[src/rtl/hpu_irq_ctrl_pkg.sv]
// -----------------------------------------------------------------------------
// hpu_irq_ctrl_pkg
// Shared definitions for the HPU regif error/interrupt controller.
//   - IRQ_CFG_DATA_W : width of the regif config write data bus
//   - irq_sel_e      : cfg_wr_sel encoding (mask write, W1C clear, holdoff write)
//   - irq_state_e    : per-line coalescing FSM states
//   - irq_line_w()   : width of the line-select field for a given line count
// -----------------------------------------------------------------------------
package hpu_irq_ctrl_pkg;

  localparam int unsigned IRQ_CFG_DATA_W = 32;

  typedef enum logic [1:0] {
    IRQ_SEL_MASK    = 2'd0,
    IRQ_SEL_W1C     = 2'd1,
    IRQ_SEL_HOLDOFF = 2'd2,
    IRQ_SEL_RSVD    = 2'd3
  } irq_sel_e;

  typedef enum logic [1:0] {
    IDLE   = 2'd0,
    HOLD   = 2'd1,
    ASSERT = 2'd2
  } irq_state_e;

  // A single line still needs a one-bit select so the port never collapses to zero width.
  function automatic int unsigned irq_line_w(input int unsigned line_nb);
    return (line_nb > 1) ? $clog2(line_nb) : 1;
  endfunction

endpackage

[src/rtl/hpu_irq_line.sv]
// -----------------------------------------------------------------------------
// hpu_irq_line
// One interrupt line: mask register, holdoff register, holdoff timer and the
// IDLE/HOLD/ASSERT coalescing FSM.
//
// Ports:
//   clk, arst_n    : clock and asynchronous active-low reset
//   err_sticky     : registered sticky error status shared by all lines
//   mask_wr        : load mask from mask_wdata on the next edge
//   mask_wdata     : new mask value
//   holdoff_wr     : load holdoff from holdoff_wdata on the next edge
//   holdoff_wdata  : new holdoff value in cycles (0 = assert without delay)
//   mask           : mask readback
//   interrupt      : level interrupt, high only while the FSM is in ASSERT
// -----------------------------------------------------------------------------
module hpu_irq_line
  import hpu_irq_ctrl_pkg::*;
#(
  parameter int unsigned ERROR_NB = 13,
  parameter int unsigned HOLD_W   = 12
) (
  input  logic                clk,
  input  logic                arst_n,
  input  logic [ERROR_NB-1:0] err_sticky,
  input  logic                mask_wr,
  input  logic [ERROR_NB-1:0] mask_wdata,
  input  logic                holdoff_wr,
  input  logic [HOLD_W-1:0]   holdoff_wdata,
  output logic [ERROR_NB-1:0] mask,
  output logic                interrupt
);

  logic [ERROR_NB-1:0] mask_q;
  logic [HOLD_W-1:0]   holdoff_q;
  logic [HOLD_W-1:0]   timer_q, timer_d;
  irq_state_e          state_q, state_d;
  logic                pend;

  // Pending is built from registered sticky/mask so the FSM sees a stable level.
  assign pend = |(err_sticky & mask_q);

  always_ff @(posedge clk or negedge arst_n) begin
    if (!arst_n) begin
      mask_q    <= '0;
      holdoff_q <= '0;
    end else begin
      if (mask_wr)    mask_q    <= mask_wdata;
      if (holdoff_wr) holdoff_q <= holdoff_wdata;
    end
  end

  always_comb begin
    state_d = state_q;
    timer_d = timer_q;
    unique case (state_q)
      IDLE: begin
        if (pend) begin
          if (holdoff_q != '0) begin
            // Timer is a private copy: later holdoff writes do not disturb it.
            state_d = HOLD;
            timer_d = holdoff_q;
          end else begin
            state_d = ASSERT;
          end
        end
      end
      HOLD: begin
        // Losing pend wins over timer expiry, so a cleared source never fires.
        if (!pend) begin
          state_d = IDLE;
        end else if (timer_q == HOLD_W'(1)) begin
          state_d = ASSERT;
        end else begin
          timer_d = timer_q - HOLD_W'(1);
        end
      end
      ASSERT: begin
        if (!pend) state_d = IDLE;
      end
      default: state_d = IDLE;
    endcase
  end

  always_ff @(posedge clk or negedge arst_n) begin
    if (!arst_n) begin
      state_q <= IDLE;
      timer_q <= '0;
    end else begin
      state_q <= state_d;
      timer_q <= timer_d;
    end
  end

  assign mask      = mask_q;
  assign interrupt = (state_q == ASSERT);

endmodule

[src/rtl/hpu_irq_ctrl.sv]
// -----------------------------------------------------------------------------
// hpu_irq_ctrl
// Error/interrupt controller for the HPU regif level. Latches single-cycle
// error pulses into a sticky W1C status, optionally counts them per source,
// and drives IRQ_NB level interrupts, each with its own mask and holdoff.
//
// Build option:
//   HPU_IRQ_ERR_CNT_EN : when defined, per-error saturating counters are built;
//                        when undefined, err_cnt is tied to zero.
//
// Ports:
//   prc_clk, prc_arst_n : clock and asynchronous active-low reset
//   error               : one-cycle error event pulses, one bit per source
//   cfg_wr_vld          : config write strobe (single cycle)
//   cfg_wr_sel          : 0 mask, 1 W1C status clear, 2 holdoff, 3 ignored
//   cfg_wr_line         : target line for mask/holdoff; out-of-range is ignored
//   cfg_wdata           : write data (error bits or holdoff in low bits)
//   err_sticky          : sticky error status
//   err_cnt             : per-error counters, source i at [i*CNT_W +: CNT_W]
//   irq_mask            : mask readback, line k at [k*ERROR_NB +: ERROR_NB]
//   interrupt           : level interrupts
// -----------------------------------------------------------------------------
module hpu_irq_ctrl
  import hpu_irq_ctrl_pkg::*;
#(
  parameter  int unsigned ERROR_NB = 13,
  parameter  int unsigned IRQ_NB   = 2,
  parameter  int unsigned CNT_W    = 16,
  parameter  int unsigned HOLD_W   = 12,
  localparam int unsigned LINE_W   = irq_line_w(IRQ_NB)
) (
  input  logic                         prc_clk,
  input  logic                         prc_arst_n,
  input  logic [ERROR_NB-1:0]          error,
  input  logic                         cfg_wr_vld,
  input  logic [1:0]                   cfg_wr_sel,
  input  logic [LINE_W-1:0]            cfg_wr_line,
  input  logic [IRQ_CFG_DATA_W-1:0]    cfg_wdata,
  output logic [ERROR_NB-1:0]          err_sticky,
  output logic [ERROR_NB*CNT_W-1:0]    err_cnt,
  output logic [IRQ_NB*ERROR_NB-1:0]   irq_mask,
  output logic [IRQ_NB-1:0]            interrupt
);

  irq_sel_e            sel;
  logic                mask_wr_any;
  logic                holdoff_wr_any;
  logic [ERROR_NB-1:0] w1c;
  logic [ERROR_NB-1:0] err_sticky_q, err_sticky_d;
  logic                unused_wdata;

  assign sel            = irq_sel_e'(cfg_wr_sel);
  assign mask_wr_any    = cfg_wr_vld && (sel == IRQ_SEL_MASK);
  assign holdoff_wr_any = cfg_wr_vld && (sel == IRQ_SEL_HOLDOFF);
  assign w1c            = (cfg_wr_vld && (sel == IRQ_SEL_W1C)) ? cfg_wdata[ERROR_NB-1:0] : '0;

  // Bits above ERROR_NB / HOLD_W are don't-care.
  assign unused_wdata = ^cfg_wdata;

  // ---------------------------------------------------------------------------
  // Sticky status: a new event in the same cycle as a clear keeps the bit set.
  // ---------------------------------------------------------------------------
  assign err_sticky_d = (err_sticky_q & ~w1c) | error;

  always_ff @(posedge prc_clk or negedge prc_arst_n) begin
    if (!prc_arst_n) begin
      err_sticky_q <= '0;
    end else begin
      err_sticky_q <= err_sticky_d;
    end
  end

  assign err_sticky = err_sticky_q;

  // ---------------------------------------------------------------------------
  // Per-error occurrence counters
  // ---------------------------------------------------------------------------
`ifdef HPU_IRQ_ERR_CNT_EN
  for (genvar i = 0; i < ERROR_NB; i++) begin : g_cnt
    logic [CNT_W-1:0] cnt_q, cnt_d;

    always_comb begin
      cnt_d = cnt_q;
      if (w1c[i]) begin
        // Clear and event together: the event that kept sticky set is counted.
        cnt_d = error[i] ? CNT_W'(1) : '0;
      end else if (error[i] && (cnt_q != '1)) begin
        cnt_d = cnt_q + CNT_W'(1);
      end
    end

    always_ff @(posedge prc_clk or negedge prc_arst_n) begin
      if (!prc_arst_n) begin
        cnt_q <= '0;
      end else begin
        cnt_q <= cnt_d;
      end
    end

    assign err_cnt[i*CNT_W +: CNT_W] = cnt_q;
  end
`else
  assign err_cnt = '0;
`endif

  // ---------------------------------------------------------------------------
  // Interrupt lines. A line index beyond IRQ_NB matches no instance and is dropped.
  // ---------------------------------------------------------------------------
  for (genvar k = 0; k < IRQ_NB; k++) begin : g_line
    logic line_hit;

    assign line_hit = (cfg_wr_line == LINE_W'(k));

    hpu_irq_line #(
      .ERROR_NB (ERROR_NB),
      .HOLD_W   (HOLD_W)
    ) u_line (
      .clk           (prc_clk),
      .arst_n        (prc_arst_n),
      .err_sticky    (err_sticky_q),
      .mask_wr       (mask_wr_any && line_hit),
      .mask_wdata    (cfg_wdata[ERROR_NB-1:0]),
      .holdoff_wr    (holdoff_wr_any && line_hit),
      .holdoff_wdata (cfg_wdata[HOLD_W-1:0]),
      .mask          (irq_mask[k*ERROR_NB +: ERROR_NB]),
      .interrupt     (interrupt[k])
    );
  end

endmodule

[config.mk]
export PLATFORM = sky130hd
export DESIGN_NAME = hpu_irq_ctrl
export DESIGN_NICKNAME = d
export VERILOG_FILES = /design/src/rtl/hpu_irq_ctrl_pkg.sv /design/src/rtl/hpu_irq_line.sv /design/src/rtl/hpu_irq_ctrl.sv
export SDC_FILE = /design/constraint.sdc
export NUM_CORES = 1
export LEC_CHECK = 0
export CORE_ASPECT_RATIO = 1.4
export CORE_MARGIN = 5
export CORE_UTILIZATION = 44
export DETAILED_ROUTE_END_ITERATION = 8
export GPL_TIMING_DRIVEN = 0
export PLACE_DENSITY = 0.87
export SLEW_MARGIN = 5
export SYNTH_ARGS = -nofsm -noshare
export SYNTH_HDL_FRONTEND = slang
export SYNTH_SLANG_ARGS = --single-unit
[constraint.sdc]
create_clock -name prc_clk -period 3.4 [get_ports prc_clk]
set_input_delay 1.02 -clock prc_clk [delete_from_list [all_inputs] [get_ports prc_clk]]
set_output_delay 1.02 -clock prc_clk [all_outputs]
set_load 0.01 [all_outputs]
* After elaboration in Yosys (flattened, before gate mapping) *
Cells that the tools add are included.

word-level totals
  register bits = 91

cells by class
  reduce and logical (&&, ||, !) cells = 20
  bitwise gates (word level) = 6
  mux-type cells = 23
  add/sub/neg operators = 2
  eq/ne operators = 20

operators by type and width
  kind                                                                   count
  12-bit 2-to-1 mux                                                      8
  12-bit case mux with 2 select lines                                    2
  13-bit AND                                                             3
  13-bit OR reduction                                                    2
  12-bit by 1-bit == test with 1-bit output (second input constant)      2
  12-bit nonzero test                                                    2
  12-bit by 1-bit subtractor with 12-bit output (second input constant)  2
  2-bit 2-to-1 mux                                                       10
  13-bit 2-to-1 mux                                                      1
  13-bit inverter                                                        1
  13-bit OR                                                              1
  2-bit by 1-bit != test with 1-bit output (second input constant)       6
  2-bit case mux with 3 select lines                                     2
  5-bit AND reduction                                                    2
  2-bit != test (second input constant)                                  4
  1-bit logical AND                                                      7
  2-bit by 1-bit == test with 1-bit output (second input constant)       3
  2-bit == test (second input constant)                                  3
  2-bit logical NOT                                                      3
  3-bit != test (second input constant)                                  2
  3-bit AND reduction                                                    2
  2-bit nonzero test                                                     2
  1-bit inverter                                                         1

* Longest topological paths before layout *
  depth after elaboration = 6
  gate-level depth with buffers = 8
  depth with buffers taken out = 8

* By module *
Synthesis repeated with hierarchy kept, for this count alone.

unflattened totals
  cell total of the unflattened synthesis = 598
  area total of the unflattened synthesis = 5964.5 um2

modules (own cells, without submodules)
  module                           area an instance (um2)  times used  cells each
  hpu_irq_ctrl                     2135.8                  1           267
  hpu_irq_line (g_line[0].u_line)  1915.6                  1           165
  hpu_irq_line (g_line[1].u_line)  1913.1                  1           166

* Worst setup path before layout *
OpenSTA, ideal clock, no wires.

  path type = input-to-reg
  start = input port cfg_wr_sel[1]
  end = register g_line[0].u_line.mask_q[10]
  slack = 0.940 ns
  data arrival time = 2.335 ns
  buffers on the path = 1
  stages = 3
  library setup time = 0.125 ns
  data required time = 3.275 ns
  cell sequence = nor4b_1 -> clkbuf_1 -> mux2_2

between the ends
  longest elaborated chain between the ends = 3

RTL lines
  item                  line                 source
  from (decl)           hpu_irq_ctrl.sv:36   input logic [1:0] cfg_wr_sel,
  2-bit logical NOT     hpu_irq_ctrl.sv:53   assign mask_wr_any = cfg_wr_vld && (sel == IRQ_SEL_MASK);
  1-bit logical AND     hpu_irq_ctrl.sv:53
  1-bit logical AND     hpu_irq_ctrl.sv:121  .mask_wr (mask_wr_any && line_hit),
  to (signal assigned)  hpu_irq_line.sv:47   if (mask_wr) mask_q <= mask_wdata;
  to (decl)             hpu_irq_line.sv:33   logic [ERROR_NB-1:0] mask_q;

Every way passes these cells.
A chain may end at the register's enable or synchronous reset.

* Worst setup path in the final report *
  start = register g_line[0].u_line.state_q[1]
  end = output port interrupt[0]

between the ends
  longest elaborated chain between the ends = 1

RTL lines
  item                    line                source
  from (decl)             hpu_irq_line.sv:36  irq_state_e state_q, state_d;
  from (signal assigned)  hpu_irq_line.sv:89  state_q <= state_d;
  2-bit == test           hpu_irq_line.sv:95  assign interrupt = (state_q == ASSERT);
  to (decl)               hpu_irq_ctrl.sv:42  output logic [IRQ_NB-1:0] interrupt

Every way passes these cells.

==> reports/results.txt <==
Clock latency on the worst-skew pair: 340 ps
Post-layout min period: 3230 ps
Static leakage: 4.02 nW
Initial Util: 44.3%
Largest net degree at the start of global routing: 71
Die W: 108 um
CP Capture Point: interrupt[0]
Hold WC Path Type: reg -> reg
DRC: 0
Outcome: complete, no violations
Delay of the slowest critical-path stage: 530 ps
Root buffer cell: clkbuf_16
DRT antenna net count: 0
Mapped Area: 5870 um^2
Rows: 50
Reg-to-reg startpoint: g_line[1].u_line.holdoff_q[2]
Area Overhead vs Synth: 34.6%
CP cell instances: clkbuf_1, inv_1, nor2_1, buf_4, clkdlybuf4s50_1
Clock tree buffer depth: 2
Final period util: 95.1%
Post-cts resize count: 0
Worst VDD drop: 420 uV
Initial antenna violation count: 0
Number of global-route vias before repair: 4,762
Fin Setup TNS: 0 ps
Critical path origin: g_line[0].u_line.state_q[1]
GP Congestion: 0.921
Clock tree from TritonCTS: yes
Levels on crit path: 5
Clk_skew: 5.90 ps
WP data arrival: 2210 ps
Family with the most delay on the worst path: buffers and inverters
Count of pins over their slew limit: 0
Crit-path slowest cell: clkdlybuf4s50_1
Max frequency: 309 MHz
Placed Cells incl. Taps: 1,057
Final net count: 941
Core Region: 13,300 um^2
Reg2reg path depth: 6
# H-tree levels: 3
IO Count: 300
Mean post-synth cell area: 9.86 um^2
DR WL/cell: 14.3 um
Routed WL: 15,300 um
GRT Total Usage: 18.8%
Unrepaired setup endpoints after global routing: false
Cells after Synth: 595
Clock sinks: 91
Sequential area share after synthesis: 38.8%
Post-CTS Repair Setup Buffers: 0
Critical Setup Path Class: reg -> out
Worst reg-to-reg setup slack: 1080 ps
RR Endpoint: g_line[1].u_line.timer_q[0]
Buf/Inv on CP: 4
Post-DP HPWL: 12,100 um
Die area: 15,800 um^2
DR iter-0 viols: 492
Slew @ Worst Pin: 901 ps
Num CTS Buffers: 9
DR vias: 4,787
1st-pass router iterations: 5
Unique cell type count in the Yosys netlist: 52
First-pass GRT wire length: 23,800 um
Clk slew on worst S/H paths: 60 ps
Worst-path fanout max: 10
#FFs+latches synth: 91
Slew headroom: 39.4%
Via density: 4.47
CTS hold repair buffers: 0
Max-Cap Viols: 0
Worst EP required: 2380 ps
Global route overflow: 0
Final hold vios: 0
Final core utilization: 59.6%
Pwr dens: 522 nW/um^2
Cell Count, Final, Fillers Out: 1,071
# setup viols final: 0
Share of layout cells above drive strength 1: 32.5%
I/O Buffers: 72
Worst setup SP type: register
Diode count: 0
Crit end category: output pin
Yosys Warn Count: 0
Die Ht: 147 um
[logic make-up (layout without fill, tap and decap cells)]
logic type,count (synthesis),after routing,synth area share (%)
compound gates,108,108,12.8
buf+inv,234,321,28.6
other cells,1,208,0.0639
flops,91,91,38.8
fa+ha+maj,4,4,0.853
simple gates,106,106,9.10
mux,51,51,9.76
[stage by stage]
stage          hold slack [ps]  setup WS, ps  cell area (um^2)  power [mW]
2_1_floorplan              449           940              6650        2.63
3_3_place_gp               473         -2010              7590        3.05
3_5_place_dp               478         -50.0              7620        3.11
4_1_cts                    493           224              7900        4.08
5_1_grt                    520          86.2              7900        4.36
6_report                   491           167              7900        4.12
[layout make-up]
class / instances / area, um^2
fillers: 1059 / 5360
repair buffers: 73 / 746
plain buffers: 224 / 1640
inverters: 10 / 40.0
multi-input cells: 477 / 2690
clock inverters: 5 / 56.3
well taps: 182 / 228
flip-flops and latches: 91 / 2280
clock buffers: 9 / 225
[power breakdown]
part / leakage (nW) / internal, mW / switching, mW
Sequential: 1.05 / 1.38 / 0.294
Clock: 0.137 / 0.559 / 0.402
Combinational: 2.84 / 0.741 / 0.750
Total: 4.02 / 2.68 / 1.45
[placed cells by master (no fill, tap or decap), types with 12 or more instances in the layout]
master	instances
dfrtp_1	91
mux2_2	50
nor2_1	27
conb_1	208
nand3_1	15
nand2_1	30
a21o_1	13
buf_4	211
a21oi_1	35
clkdlybuf4s50_1	71
a22oi_1	15
clkbuf_1	12
[per-layer routing]
metal / wire, um / GRT usage (%) / part of all wire [%] / vias up
li1: - / - / - / 2234
met1: 4940 / 18.3 / 32 / 2163
met2: 7950 / 34.5 / 52 / 350
met3: 1900 / 7.61 / 12 / 40
met4: 475 / 7.26 / 3.1 / 0
met5: 0 / 0 / 0 / -
[worst min-delay path by stage]
stage                                       from                            to  slack [ps]  cells after the start
global placement    g_line[1].u_line.timer_q[11]  g_line[1].u_line.timer_q[11]         470                      1
global route        g_line[1].u_line.timer_q[10]  g_line[1].u_line.timer_q[10]         520                      1
CTS                 g_line[0].u_line.timer_q[10]  g_line[0].u_line.timer_q[10]         490                      1
floorplan           g_line[1].u_line.timer_q[11]  g_line[1].u_line.timer_q[11]         450                      1
detailed placement  g_line[1].u_line.timer_q[11]  g_line[1].u_line.timer_q[11]         480                      1
finish              g_line[0].u_line.timer_q[10]  g_line[0].u_line.timer_q[10]         490                      1
[state kept, by name, summed over array words and instances (netlist names)]
signal,cells
g_line.u_line.state_q,4
err_sticky,13
g_line.u_line.mask,26
g_line.u_line.holdoff_q,24
g_line.u_line.timer_q,24
[cells in the mapped netlist, drive strengths merged]
| cell | count | area share (%) |
|---|---|---|
| buf | 212 | 27 |
| dfrtp | 91 | 39 |
| mux2 | 50 | 9.6 |
| a21oi | 35 | 3.0 |
| nand2 | 31 | 2.1 |
| nor2 | 27 | 1.7 |
| a22oi | 15 | 1.9 |
| nand3 | 15 | 1.3 |
| a21o | 13 | 1.7 |
| clkbuf | 12 | 0.77 |
| o2bb2ai | 10 | 1.8 |
| inv | 9 | 0.62 |
| o21ai | 9 | 0.83 |
| nor4 | 6 | 0.64 |
| nor3 | 5 | 0.43 |
| ha | 4 | 0.85 |
| nand2b | 4 | 0.43 |
| o22ai | 4 | 0.43 |
| a31oi | 3 | 0.32 |
| and3b | 3 | 0.45 |
| nand4 | 3 | 0.32 |
| nor4b | 3 | 0.45 |
| o31ai | 3 | 0.38 |
| a222oi | 2 | 0.34 |
| a31o | 2 | 0.30 |
| nor3b | 2 | 0.26 |
| o2111ai | 2 | 0.30 |
| o211ai | 2 | 0.34 |
| or4 | 2 | 0.26 |
| a2bb2oi | 1 | 0.15 |
| a311oi | 1 | 0.15 |
| a41o | 1 | 0.17 |
| a41oi | 1 | 0.15 |
| and4b | 1 | 0.17 |
| clkinv | 1 | 0.064 |
| conb | 1 | 0.064 |
| mux2i | 1 | 0.17 |
| nand4b | 1 | 0.15 |
| nor2b | 1 | 0.11 |
| nor4bb | 1 | 0.17 |
| o211a | 1 | 0.17 |
| o21a | 1 | 0.13 |
| o21ba | 1 | 0.17 |
| o21bai | 1 | 0.13 |
| or4b | 1 | 0.17 |
Power figures use the tool's default switching activity.
==> patch 1, RTL diff (same settings) <==
The 3 states of `irq_state_e` get a one-hot encoding in 3 bits.
--- a/src/rtl/hpu_irq_ctrl_pkg.sv
+++ b/src/rtl/hpu_irq_ctrl_pkg.sv
@@ -17,10 +17,10 @@
     IRQ_SEL_RSVD    = 2'd3
   } irq_sel_e;
 
-  typedef enum logic [1:0] {
-    IDLE   = 2'd0,
-    HOLD   = 2'd1,
-    ASSERT = 2'd2
+  typedef enum logic [2:0] {
+    IDLE   = 3'b001,
+    HOLD   = 3'b010,
+    ASSERT = 3'b100
   } irq_state_e;
 
   // A single line still needs a one-bit select so the port never collapses to zero width.
Behaviour: same outputs for any inputs over 10 cycles, from zero or initial values and one cycle with prc_arst_n low; not proved beyond that.
==> patch 1 against the original RTL <==
Sequential cell count increased by 2. Total power is 15% higher. Wire length grew 5.2%. Fmax up 16%. Cell area rose by 3.0%. Setup slack improved by 0.44 ns. Synthesized area increased by 3.6%. Worst hold slack better by 0.044 ns. Critical path type is now input pin to flip-flop. Largest cell class unchanged.
==> patch 1: results (changes against the original RTL) <==
* Clock Tree Root: clkbuf_16
* Post-CTS Setup Inserts at 0 (unchanged)
* Area leader, netlist: dfrtp_1
* Main flop type after synthesis: dfrtp_1
* Detailed-route vias per instance at 4.49 (+0.39%)
* Hold EP: g_line[0].u_line.holdoff_q[8]
* Nets at 962 (+2.2%)
* Starting DRT DRC Count at 381 (-23%)
* Worst-path maximum fanout at 10 (unchanged)
* Peak VDD IR at 467 µV (+11%)
* Vias in the first global route at 4727 (-0.73%)
* Antenna cells at 0 (unchanged)
* Final Setup Violations at 0 (unchanged)
* Clk slew on worst S/H paths at 0.06 ns (about the same)
* Ratio of cells with drive above 1 in the final layout at 0.326 (+0.000574)
* DPL Wire Length at 12900 µm (+6.5%)
* First-pass GRT wire length at 24500 µm (+2.8%)
* Slew @ Worst Pin at 0.679 ns (-0.222 ns)
* Crit-path max cell delay at 0.54 ns
* Largest net degree at the start of global routing at 52 (-27%)
* Switching share of power at 0.374 (+0.0236)
* HP Start: g_line[0].u_line.holdoff_q[8]
* Arr. time, crit path at 3.02 ns (+0.81 ns)
* WHS Path Cells at 1 (unchanged)
* Drt first pass iters at 5 (unchanged)
* Post-DR wirelength/cell at 14.7 µm (+3.0%)
* Max reg flops at 26 (unchanged)
* Critical path's slowest cell: clkdlybuf4s50_1
* Num CTS Buffers at 9 (unchanged)
* Outcome: finished, final reports clean
* Synth warnings at 0 (unchanged)
* Area contributors post-synth: dfrtp_1, buf_4, mux2_2, nor2_1, a21o_1
* Port Buffers at 72 (unchanged)
* FFs w/ async S/R, synth at 1.00 (unchanged)
* Clock skew at 0.0118 ns (+0.00585 ns)
* Seq/Total Area, Yosys at 0.383 (-0.00477)
* Gp weighted congestion at 0.895 (-2.8%)
* Flop2flop setup slack at 1.20 ns (+0.12 ns)
* Most frequent cells after synthesis: buf_4, dfrtp_1, mux2_2
* # resized after CTS at 0 (unchanged)
* FF-to-FF Start: err_sticky[6]
* Global-route usage over all layers at 0.191 (+0.00321)
* Max Root-Sink Buffers at 2 (unchanged)
* Initial antenna violation count at 0 (unchanged)
* Fill cell count at 1097 (+3.6%)
* Cell variety after synth at 57 (+9.6%)
* Worst-skew pair later-pin latency at 0.35 ns
* R2R cell count at 6 (unchanged)
* H-tree lvl count at 3 (unchanged)
* Worst R2R End: g_line[0].u_line.timer_q[3]
* Hold Crit Class: flip-flop to flip-flop
* Leak Pwr at 4.11 nW (+2.3%)
==> patch 1: changes by cell type in the layout (fill, tap and decap cells not counted), sizes merged, moves of 8 or more <==
cell and change:
a21oi -18, o2bb2ai -10, o22a +9, buf +8, nor3 +15, nand2 -10
==> patch 1: power groups by stage <==
stage	Sequential, W	Clock [W]	Combinational [W]
floorplan	0.00172	0	0.00137
global placement	0.00177	0	0.00183
detailed placement	0.00179	0	0.00189
CTS	0.00178	0.00104	0.00190
global route	0.00183	0.00109	0.00214
finish	0.00179	0.00104	0.00193
==> patch 1: worst max-delay path, delay by kind of cell <==
| family | cells | cell delay, ns |
|---|---|---|
| multiplexers | 1 | 0.40 |
| AND/OR/NAND/NOR | 2 | 0.56 |
| buffers and inverters | 2 | 1.03 |
==> patch 1: area by class of cell <==
class                   instances  share of cell area
inverters                       8             0.00400
plain buffers                 230               0.204
multi-input cells             492               0.348
clock buffers                  10              0.0294
well taps                     182              0.0280
repair buffers                 73              0.0916
clock inverters                 6             0.00846
flip-flops and latches         93               0.286
==> patch 1: cell families (layout without fill, tap and decap cells) <==
| logic type | count (synthesis) | in the layout | synth area share |
|---|---|---|---|
| DFF | 93 | 93 | 0.383 |
| other | 1 | 208 | 0.000617 |
| AOI/OAI and AO/OA | 106 | 106 | 0.120 |
| muxes | 51 | 51 | 0.0951 |
| xor gates and xnor gates | 1 | 1 | 0.00144 |
| and+or+nand+nor | 122 | 122 | 0.112 |
| adders and majority gates | 4 | 4 | 0.00823 |
| buffers and inverters | 238 | 327 | 0.279 |
==> patch 1: worst max path at each step <==
stage | start | end | slack (ns) | cells after the start
after floorplan | cfg_wr_sel[0] | g_line[1].u_line.mask[11] | 1.22 | 3
after CTS | g_line[0].u_line.state_q[0] | interrupt[0] | 0.61 | 4
after detailed placement | cfg_wr_sel[1] | g_line[0].u_line.holdoff_q[1] | 0.27 | 5
after global routing | cfg_wr_sel[1] | g_line[0].u_line.holdoff_q[5] | 0.52 | 5
final | cfg_wr_sel[1] | g_line[0].u_line.holdoff_q[9] | 0.61 | 5
after global placement | prc_arst_n | err_sticky[7] | -2.11 | 1
==> patch 1: through the flow <==
stage / instances / setup slack [ns] / hold WS, ns / cell area [µm²]
finish: 1094 / 0.611 / 0.535 / 8140
global route: 1094 / 0.517 / 0.546 / 8140
CTS: 1094 / 0.612 / 0.536 / 8140
detailed placement: 1078 / 0.273 / 0.520 / 7830
global placement: 1077 / -2.11 / 0.483 / 7800
floorplan: 823 / 1.22 / 0.467 / 6860
==> patch 1: layer usage <==
layer / global-route usage / part of all wire / up-vias
met4: 0.0774 / 0.029 / 0
met3: 0.0637 / 0.12 / 28
met1: 0.191 / 0.33 / 2240
li1: - / - / 2330
met2: 0.353 / 0.52 / 311
met5: 0 / 0 / -
==> patch 2, RTL diff (same settings) <==
Without the edit above. The option `HPU_IRQ_ERR_CNT_EN` is turned on by a define.
--- a/src/rtl/hpu_irq_ctrl.sv
+++ b/src/rtl/hpu_irq_ctrl.sv
@@ -20,6 +20,8 @@
 //   irq_mask            : mask readback, line k at [k*ERROR_NB +: ERROR_NB]
 //   interrupt           : level interrupts
 // -----------------------------------------------------------------------------
+`define HPU_IRQ_ERR_CNT_EN
+
 module hpu_irq_ctrl
   import hpu_irq_ctrl_pkg::*;
 #(
Formal check against the unedited RTL: not equivalent (a bounded check fails within 4 cycles, from zero or initial values and one cycle with prc_arst_n low).
==> patch 2 against the original RTL <==
Cell area grew to 2.5 times the old value. Setup slack better by 0.021 ns. Global-route usage up 4.0 points. Total power rose to 2.8 times the old value. Sequential power increased to 3.0 times the old value. Sequential cell count is 208 higher. Wire length increased to 3.0 times the old value. Synthesized area rose to 2.6 times the old value. Synthesized cell count rose to 2.7 times the old value. Clock skew increased by 0.011 ns. Cell count rose by 120%. Largest power group unchanged.
==> patch 2: results (changes against the original RTL) <==
* Outcome: finished, final reports clean
* Port Buffers at 274 (+280%)
* Xor/xnor share of the synthesized area at 0.0752 (+0.0752)
* Peak VDD IR at 574 µV (+36%)
* Arr. time, crit path at 3.71 ns (+1.50 ns)
* Mapped Cells at 1585 (+170%)
* Hold Crit Class: input pin to asynchronous set/reset pin
* Max Root-Sink Buffers at 3 (+1)
* Ratio of cells with drive above 1 in the final layout at 0.0782 (-0.247)
* Vias in the first global route at 13817 (+190%)
* Post-DR wirelength/cell at 19.1 µm (+34%)
* Inverters at 17 (+7)
* Mux cell area share after synthesis at 0.0412 (-0.0565)
* Area contributors post-synth: dfrtp_1, nor2_1, xnor2_1, mux2_2, nand3_1
* Multi-input logic area at 7570 µm² (+180%)
* Fmax at 311 MHz (+0.64%)
* Num CTS Buffers at 31 (+22)
* Starting DRT DRC Count at 1263 (+160%)
* Total clock sinks at 299 (+230%)
* Gp weighted congestion at 0.929 (+0.96%)
* Largest net degree at the start of global routing at 117 (+65%)
* Compound-Gate Fraction of Synth Area at 0.113 (-0.0151)
* Worst-skew pair later-pin latency at 0.58 ns (+0.24 ns)
* Leak Pwr at 7.99 nW (+99%)
* Global-route usage over all layers at 0.228 (+0.0399)
* Pre-CTS setup slack at -0.934 ns (-0.884 ns)
* Most frequent cells after synthesis: dfrtp_1, nor2_1, nand2_1
* Sequential group power at 0.00502 W (+200%)
* Post-synthesis adder-cell area fraction at 0.0138 (+0.00530)
* Seq/Total Area, Yosys at 0.486 (+0.0985)
* Crit-path max cell delay at 0.62 ns (+0.09 ns)
* Initial antenna violation count at 2 (+2)
* Placed Area at 18800 µm² (+150%)
## patch 2: path summary, 6_finish.rpt
check | from | to | slack, ns | depth (start not counted)
max | cfg_wr_sel[0] | g_cnt[0].cnt_q[0] | 0.19 | 8
min | prc_arst_n | g_cnt[2].cnt_q[11] | 0.49 | 1
max reg2reg | err_sticky[5] | g_line[0].u_line.timer_q[11] | 1.11 | 7
min reg2reg | g_line[1].u_line.timer_q[7] | g_line[1].u_line.timer_q[7] | 0.53 | 1
max in group asynchronous | prc_arst_n | g_cnt[8].cnt_q[3] | 1.86 | 2
min in group prc_clk | g_line[1].u_line.timer_q[7] | g_line[1].u_line.timer_q[7] | 0.53 | 1
## patch 2: layer usage
layer / vias to the layer above / global-route usage / part of all wire / wire (µm)
met1: 6879 / 0.274 / 0.39 / 17500
li1: 6440 / - / - / -
met4: 0 / 0.0733 / 0.031 / 1410
met2: 526 / 0.403 / 0.51 / 23100
met3: 101 / 0.0526 / 0.073 / 3320
met5: - / 0 / 0 / 0
